`src/rtl/sprite_pkg.sv`:
```
// Shared definitions for the sprite draw engine: screen geometry, coordinate
// widths, draw modes and engine state encoding.
package sprite_pkg;
    localparam int SCREEN_W  = 320;
    localparam int SCREEN_H  = 240;
    localparam int X_W       = 9;
    localparam int Y_W       = 8;
    localparam int BG_ADDR_W = 17;

    typedef enum logic { MODE_BG, MODE_CHAR } draw_mode_t;

    typedef enum logic [1:0] { S_IDLE, S_SCAN, S_FLUSH, S_DONE } eng_state_t;
endpackage

```
`src/rtl/pixel_scan_counter.sv`:
```
// Raster col/row counter over a SPRITE_W x SPRITE_H box; col wraps into row.
module pixel_scan_counter #(
    parameter int SPRITE_W = 8,
    parameter int SPRITE_H = 8,
    localparam int CW = $clog2(SPRITE_W),
    localparam int RW = $clog2(SPRITE_H)
) (
    input  logic          clock,
    input  logic          resetn,
    input  logic          clear,
    input  logic          enable,
    output logic [CW-1:0] col,
    output logic [RW-1:0] row,
    output logic          last
);
    always_ff @(posedge clock) begin
        if (!resetn || clear) begin
            col <= '0;
            row <= '0;
        end else if (enable) begin
            col <= col + CW'(1);
            if (col == CW'(SPRITE_W - 1))
                row <= row + RW'(1);
        end
    end

    assign last = (col == CW'(SPRITE_W - 1)) && (row == RW'(SPRITE_H - 1));
endmodule

```
`src/rtl/sprite_draw_engine.sv`:
```
// Scans a sprite-sized box, fetches background or sprite ROM colour per pixel
// and emits clipped VGA plot writes, then pulses doneBG/doneChar.
module sprite_draw_engine
    import sprite_pkg::*;
#(
    parameter int SPRITE_W = 8,
    parameter int SPRITE_H = 8,
    parameter int COLOUR_W = 3,
    parameter logic [COLOUR_W-1:0] TRANSPARENT = '0,
    localparam int CW   = $clog2(SPRITE_W),
    localparam int RW   = $clog2(SPRITE_H),
    localparam int SA_W = CW + RW
) (
    input  logic                 clock,
    input  logic                 resetn,
    input  logic                 drawBG,
    input  logic                 drawChar,
    input  logic [X_W-1:0]       xIn,
    input  logic [Y_W-1:0]       yIn,
    output logic [BG_ADDR_W-1:0] bg_addr,
    input  logic [COLOUR_W-1:0]  bg_data,
    output logic [SA_W-1:0]      spr_addr,
    input  logic [COLOUR_W-1:0]  spr_data,
    output logic [X_W-1:0]       vga_x,
    output logic [Y_W-1:0]       vga_y,
    output logic [COLOUR_W-1:0]  vga_colour,
    output logic                 vga_plot,
    output logic                 doneBG,
    output logic                 doneChar,
    output logic                 busy
);
    eng_state_t      state, next_state;
    draw_mode_t      mode;
    logic [X_W-1:0]  origin_x;
    logic [Y_W-1:0]  origin_y;
    logic [CW-1:0]   col;
    logic [RW-1:0]   row;
    logic            last;
    logic            start, scan;
    logic [X_W:0]    sx_p0;
    logic [Y_W:0]    sy_p0;
    logic            onscreen_p0, onscreen_p1;
    logic            vld_p1;
    logic [X_W:0]    px_p1;
    logic [Y_W:0]    py_p1;

    function automatic logic [BG_ADDR_W-1:0] bg_addr_of(input logic [X_W:0] x,
                                                        input logic [Y_W:0] y);
        return (BG_ADDR_W'(y) << 8) + (BG_ADDR_W'(y) << 6) + BG_ADDR_W'(x);
    endfunction

    assign start = (state == S_IDLE) && (drawBG || drawChar);
    assign scan  = (state == S_SCAN);

    pixel_scan_counter #(.SPRITE_W(SPRITE_W), .SPRITE_H(SPRITE_H)) u_scan (
        .clock  (clock),
        .resetn (resetn),
        .clear  (start),
        .enable (scan),
        .col    (col),
        .row    (row),
        .last   (last)
    );

    // Stage 0: pixel coordinate at full width so off-screen pixels never wrap
    assign sx_p0       = {1'b0, origin_x} + (X_W+1)'(col);
    assign sy_p0       = {1'b0, origin_y} + (Y_W+1)'(row);
    assign onscreen_p0 = (sx_p0 < (X_W+1)'(SCREEN_W)) && (sy_p0 < (Y_W+1)'(SCREEN_H));
    assign bg_addr     = (scan && onscreen_p0) ? bg_addr_of(sx_p0, sy_p0) : '0;
    assign spr_addr    = {row, col};

    always_ff @(posedge clock) begin
        if (!resetn) begin
            state    <= S_IDLE;
            mode     <= MODE_BG;
            origin_x <= '0;
            origin_y <= '0;
            vld_p1   <= 1'b0;
            px_p1    <= '0;
            py_p1    <= '0;
        end else begin
            state  <= next_state;
            vld_p1 <= scan;
            px_p1  <= sx_p0;
            py_p1  <= sy_p0;
            if (start) begin
                origin_x <= xIn;
                origin_y <= yIn;
                mode     <= drawBG ? MODE_BG : MODE_CHAR;
            end
        end
    end

    // Stage 1: ROM data has returned for the pixel registered last cycle
    assign onscreen_p1 = (px_p1 < (X_W+1)'(SCREEN_W)) && (py_p1 < (Y_W+1)'(SCREEN_H));
    assign vga_x       = px_p1[X_W-1:0];
    assign vga_y       = py_p1[Y_W-1:0];
    assign vga_colour  = !vld_p1 ? '0 : (mode == MODE_BG) ? bg_data : spr_data;
    assign vga_plot    = vld_p1 && onscreen_p1 &&
                         ((mode == MODE_BG) || (spr_data != TRANSPARENT));

    always_comb begin
        next_state = state;
        doneBG     = 1'b0;
        doneChar   = 1'b0;
        busy       = (state != S_IDLE);
        case (state)
            S_IDLE:  if (drawBG || drawChar) next_state = S_SCAN;
            S_SCAN:  if (last) next_state = S_FLUSH;
            S_FLUSH: next_state = S_DONE;
            S_DONE: begin
                doneBG     = (mode == MODE_BG);
                doneChar   = (mode == MODE_CHAR);
                next_state = S_IDLE;
            end
            default: next_state = S_IDLE;
        endcase
    end
endmodule

```
`config.mk`:
```
export PLATFORM = sky130hd
export DESIGN_NAME = sprite_draw_engine
export DESIGN_NICKNAME = d
export VERILOG_FILES = /design/src/rtl/sprite_pkg.sv /design/src/rtl/pixel_scan_counter.sv /design/src/rtl/sprite_draw_engine.sv
export SDC_FILE = /design/constraint.sdc
export NUM_CORES = 1
export LEC_CHECK = 0
export CAP_MARGIN = 20
export CORE_UTILIZATION = 55
export CTS_BUF_LIST = sky130_fd_sc_hd__clkbuf_2
export CTS_CLUSTER_SIZE = 20
export DETAILED_ROUTE_END_ITERATION = 10
export DONT_BUFFER_PORTS = 1
export PLACE_DENSITY = 0.68
export SETUP_SLACK_MARGIN = 0.15
export SYNTH_ARGS = -nofsm -noshare
export SYNTH_HDL_FRONTEND = slang
export SYNTH_HIERARCHICAL = 1
export SYNTH_SLANG_ARGS = --single-unit
```
`constraint.sdc`:
```
create_clock -name clock -period 10.05 [get_ports clock]
set_input_delay 1.005 -clock clock [delete_from_list [all_inputs] [get_ports clock]]
set_output_delay 1.005 -clock clock [all_outputs]
set_load 0.1 [all_outputs]
```
==> results.md <==
* Status: finished clean
* Reg area at 921 um^2
* Cell Area, Synth at roughly 0.0029 mm^2
* Core ar. at about 0.005 mm^2
* WL met2 at 2470 um
* Post-Route WL at 5690 um
* Drt drc at 0
* First-pass GRT wire length at approximately 9300 um
* Post-synthesis mux area share at under 10%
* Highest routed layer: met4
* Final setup vio count at 0
* Post-synth cell types at 46
* Initial antenna violation count at 0
* Final Wtd Congestion at 0.864
* Final period util at between 60% and 70%
* Maximum buffer depth of the clock tree at 2
* Total CTS buffers at 5
* Maximum VDD drop at 0.000142 V
* DRT antenna net count at 0
* Via count at between 2,000 and 2,500
* CTS Root Cell: clkbuf_2
* Detail Placement HPWL at ~4500 um
* Die Height at about 75 um
* Clk_skew at just under 0.03 ns
* Slew at the pin closest to its max-slew limit at 1.10 ns
* Worst hold start: origin_y[7]$_SDFFE_PN0P_
* Lkg Pwr at about 0.0012 uW
* Worst reg2reg endpoint: py_p1[8]$_SDFF_PN0_
* Post-layout minimum cycle time at ~6.7 ns
* Async set-reset flop share out of synthesis at 0%
* Largest family of logic cells by synthesized area: simple AND/OR/NAND/NOR gates
* Cell count after synthesis at 353
* Placed insts at about 400
* Pre-Repair DR Iteration Count at 4
* Post-CTS Setup Inserts at 0
* Hold Fails Final Rpt at 0
* Port bufs at 0
* Final slew viol count at 0
* CP endpoint kind: primary output
* Mean Syn Cell Area at approximately 8.3 um^2
* Wire length on met3 at 387 um
* Final net count at just under 400
* Met1 Wirelength at around 2800 um
* Die Width at roughly 75 um
* Number of fill cells at about 510
* Antenna Cells at 0
* Routed WL per cell at roughly 14 um
* PD cells at ~290 mW/mm^2
* Max-Slew Margin vs Limit at 26.5%
* R2r startpoint: u_scan/row[0]$_SDFFE_PP0P_
* Non-filler cells in the finished layout at between 400 and 500
* Worst R2R Path Depth at 6
* Commonest non-fill, non-tap cell in the layout: dfxtp_1
* Yosys warns at 6
* Die ar. at about 0.0056 mm^2
* Critical path class: reg -> out
* Clock Latency Late Sink at 0.44 ns
* Number of synthesized flops with an enable pin at 0
* RSZ-0062 raised after global routing: no
* Mapped Nets at a little over 400
* Total GRT Usage at a little over a fifth
* Synth-to-Final Area Change at 1.02%
* Share of cells above drive strength 1 at a little under an eighth
* Commonest cells after routing, fill and taps aside: 46 x dfxtp_1, 42 x nand2_1, 32 x a21oi_1, 30 x ha_1, 27 x nor2_1
* Vias in the first global route at approximately 2,100
* Vias per std cell at about 5.4
* Top FF cell, synth: dfxtp_1
* Xor and xnor area share after synthesis at under 10%
* Total power at ~850 uW
* Hold Worst Slack at 0.477 ns
* Clock transition at path regs at 0.24 ns
* Startpoint types: register
* H-Tree Depth at 2
* Clk sink count at 46
* CTS tree: done
* Pin count of the biggest net entering global routing at 31
* Post-CTS Hold Buffers at 0
* PostCTS Resize Cnt at 0
* Hold Path Depth at 2
* TNS Setup at 0 ns
* Site row count at 26
* Synth Area in Simple Gates at 22.2%
* Worst reg-to-reg setup slack at 7.23 ns
* Crit path required time at ~9 ns
* Initial core utilization at ~57%
* Sequential area share after synthesis at between 30% and 40%
* #FFs+latches synth at 46
* Highest Clock Rate at between 100 and 150 MHz
* Post-synthesis adder-cell area fraction at 16.2%
* DR iter-0 viols at 68
* HP Class: reg -> reg
* Total congestion overflow at 0
* Hold endpoint: origin_y[7]$_SDFFE_PN0P_
* Io pins at 74
* Area fraction in compound gates after synthesis at 12.7%
* WP data arrival at around 5.7 ns
* Max-Cap Viols at 0
* Max FO, Critical Path at 4
* Multi-input logic area at approximately 0.0018 mm^2
sequential cells by signal, summed over array words and instances, names as in the netlist:
register	flops
mode	1
origin_x	9
origin_y	8
u_scan/row	3
py_p1	9
state	2
u_scan/col	3
px_p1	10
vld_p1	1
metal layers:
layer | vias to the layer above | track usage [%]
met5 | - | 0
met1 | 990 | 27.9
met2 | 65 | 35.6
met3 | 10 | 5.35
met4 | 0 | 6.71
li1 | 1117 | -
per-stage QoR:
| stage | util (%) | worst slack [ns] | cell area, um^2 |
|---|---|---|---|
| 6_report | 57.8 | 3.33 | 2970 |
| 5_1_grt | 57.8 | 3.12 | 2970 |
| 4_1_cts | 57.5 | 3.31 | 2960 |
| 3_5_place_dp | 56.6 | 3.84 | 2910 |
| 3_3_place_gp | 56.6 | 3.93 | 2910 |
| 2_1_floorplan | - | 3.42 | 2940 |
logic make-up (layout without fill, tap and decap cells):
kind of cell	Yosys count	count (layout)
AOI/OAI and AO/OA	60	60
xor gates and xnor gates	20	20
adders and majority gates	35	35
buffers and inverters	53	35
DFF	46	46
muxes	6	6
and+or+nand+nor	133	133
power by group:
part           internal (uW)  total, uW  switching (uW)
Combinational            111        431             320
Sequential               217        334             117
Clock                   18.5       81.9            63.5
cell usage after synthesis (all sizes together), types with 3 or more instances:
master	number	share of area [%]
nand3	9	1.7
a211oi	5	1.4
nor2b	8	1.7
nor2	42	6.2
a21oi	32	5.4
clkbuf	11	1.4
ha	30	13
dfxtp	46	31
nor3	4	0.68
mux2i	6	2.0
o21ai	8	1.5
xnor2	13	3.9
nand2	42	5.4
a21bo	4	1.4
nand2b	3	0.64
nand4	3	0.64
fa	5	3.4
buf	19	5.2
xor2	7	2.1
and2	14	3.0
inv	22	2.8
critical path, cell delays in order, from the launching register on:
cell	delay, ns
dfxtp_1	1.08
ha_1	0.34
fa_1	0.22
a21oi_1	0.11
or2_4	0.26
or3_4	0.38
nand2_1	0.10
fa_1	0.45
fa_1	0.50
a211oi_1	0.26
nor2_1	0.10
o21a_1	0.19
o41ai_1	0.34
xor2_1	0.13
nor2_2	0.82
worst max path at each step:
stage	end	from	depth (start not counted)
floorplan	bg_addr[11]	u_scan/col[0]$_SDFFE_PP0P_	11
global placement	bg_addr[15]	u_scan/col[0]$_SDFFE_PP0P_	14
detailed placement	bg_addr[15]	u_scan/col[0]$_SDFFE_PP0P_	14
CTS	bg_addr[15]	u_scan/col[0]$_SDFFE_PP0P_	14
global route	bg_addr[15]	u_scan/col[0]$_SDFFE_PP0P_	14
finish	bg_addr[15]	u_scan/col[0]$_SDFFE_PP0P_	14
cell type report:
class	instances	share of cell area, %
Multi-Input combinational cell	254	59.6
Tap cell	70	2.95
Timing Repair Buffer	4	1.81
Clock buffer	5	0.843
Sequential cell	46	31.0
Inverter	23	2.91
Clock inverter	3	0.843
(Power assumes the default switching activity.)
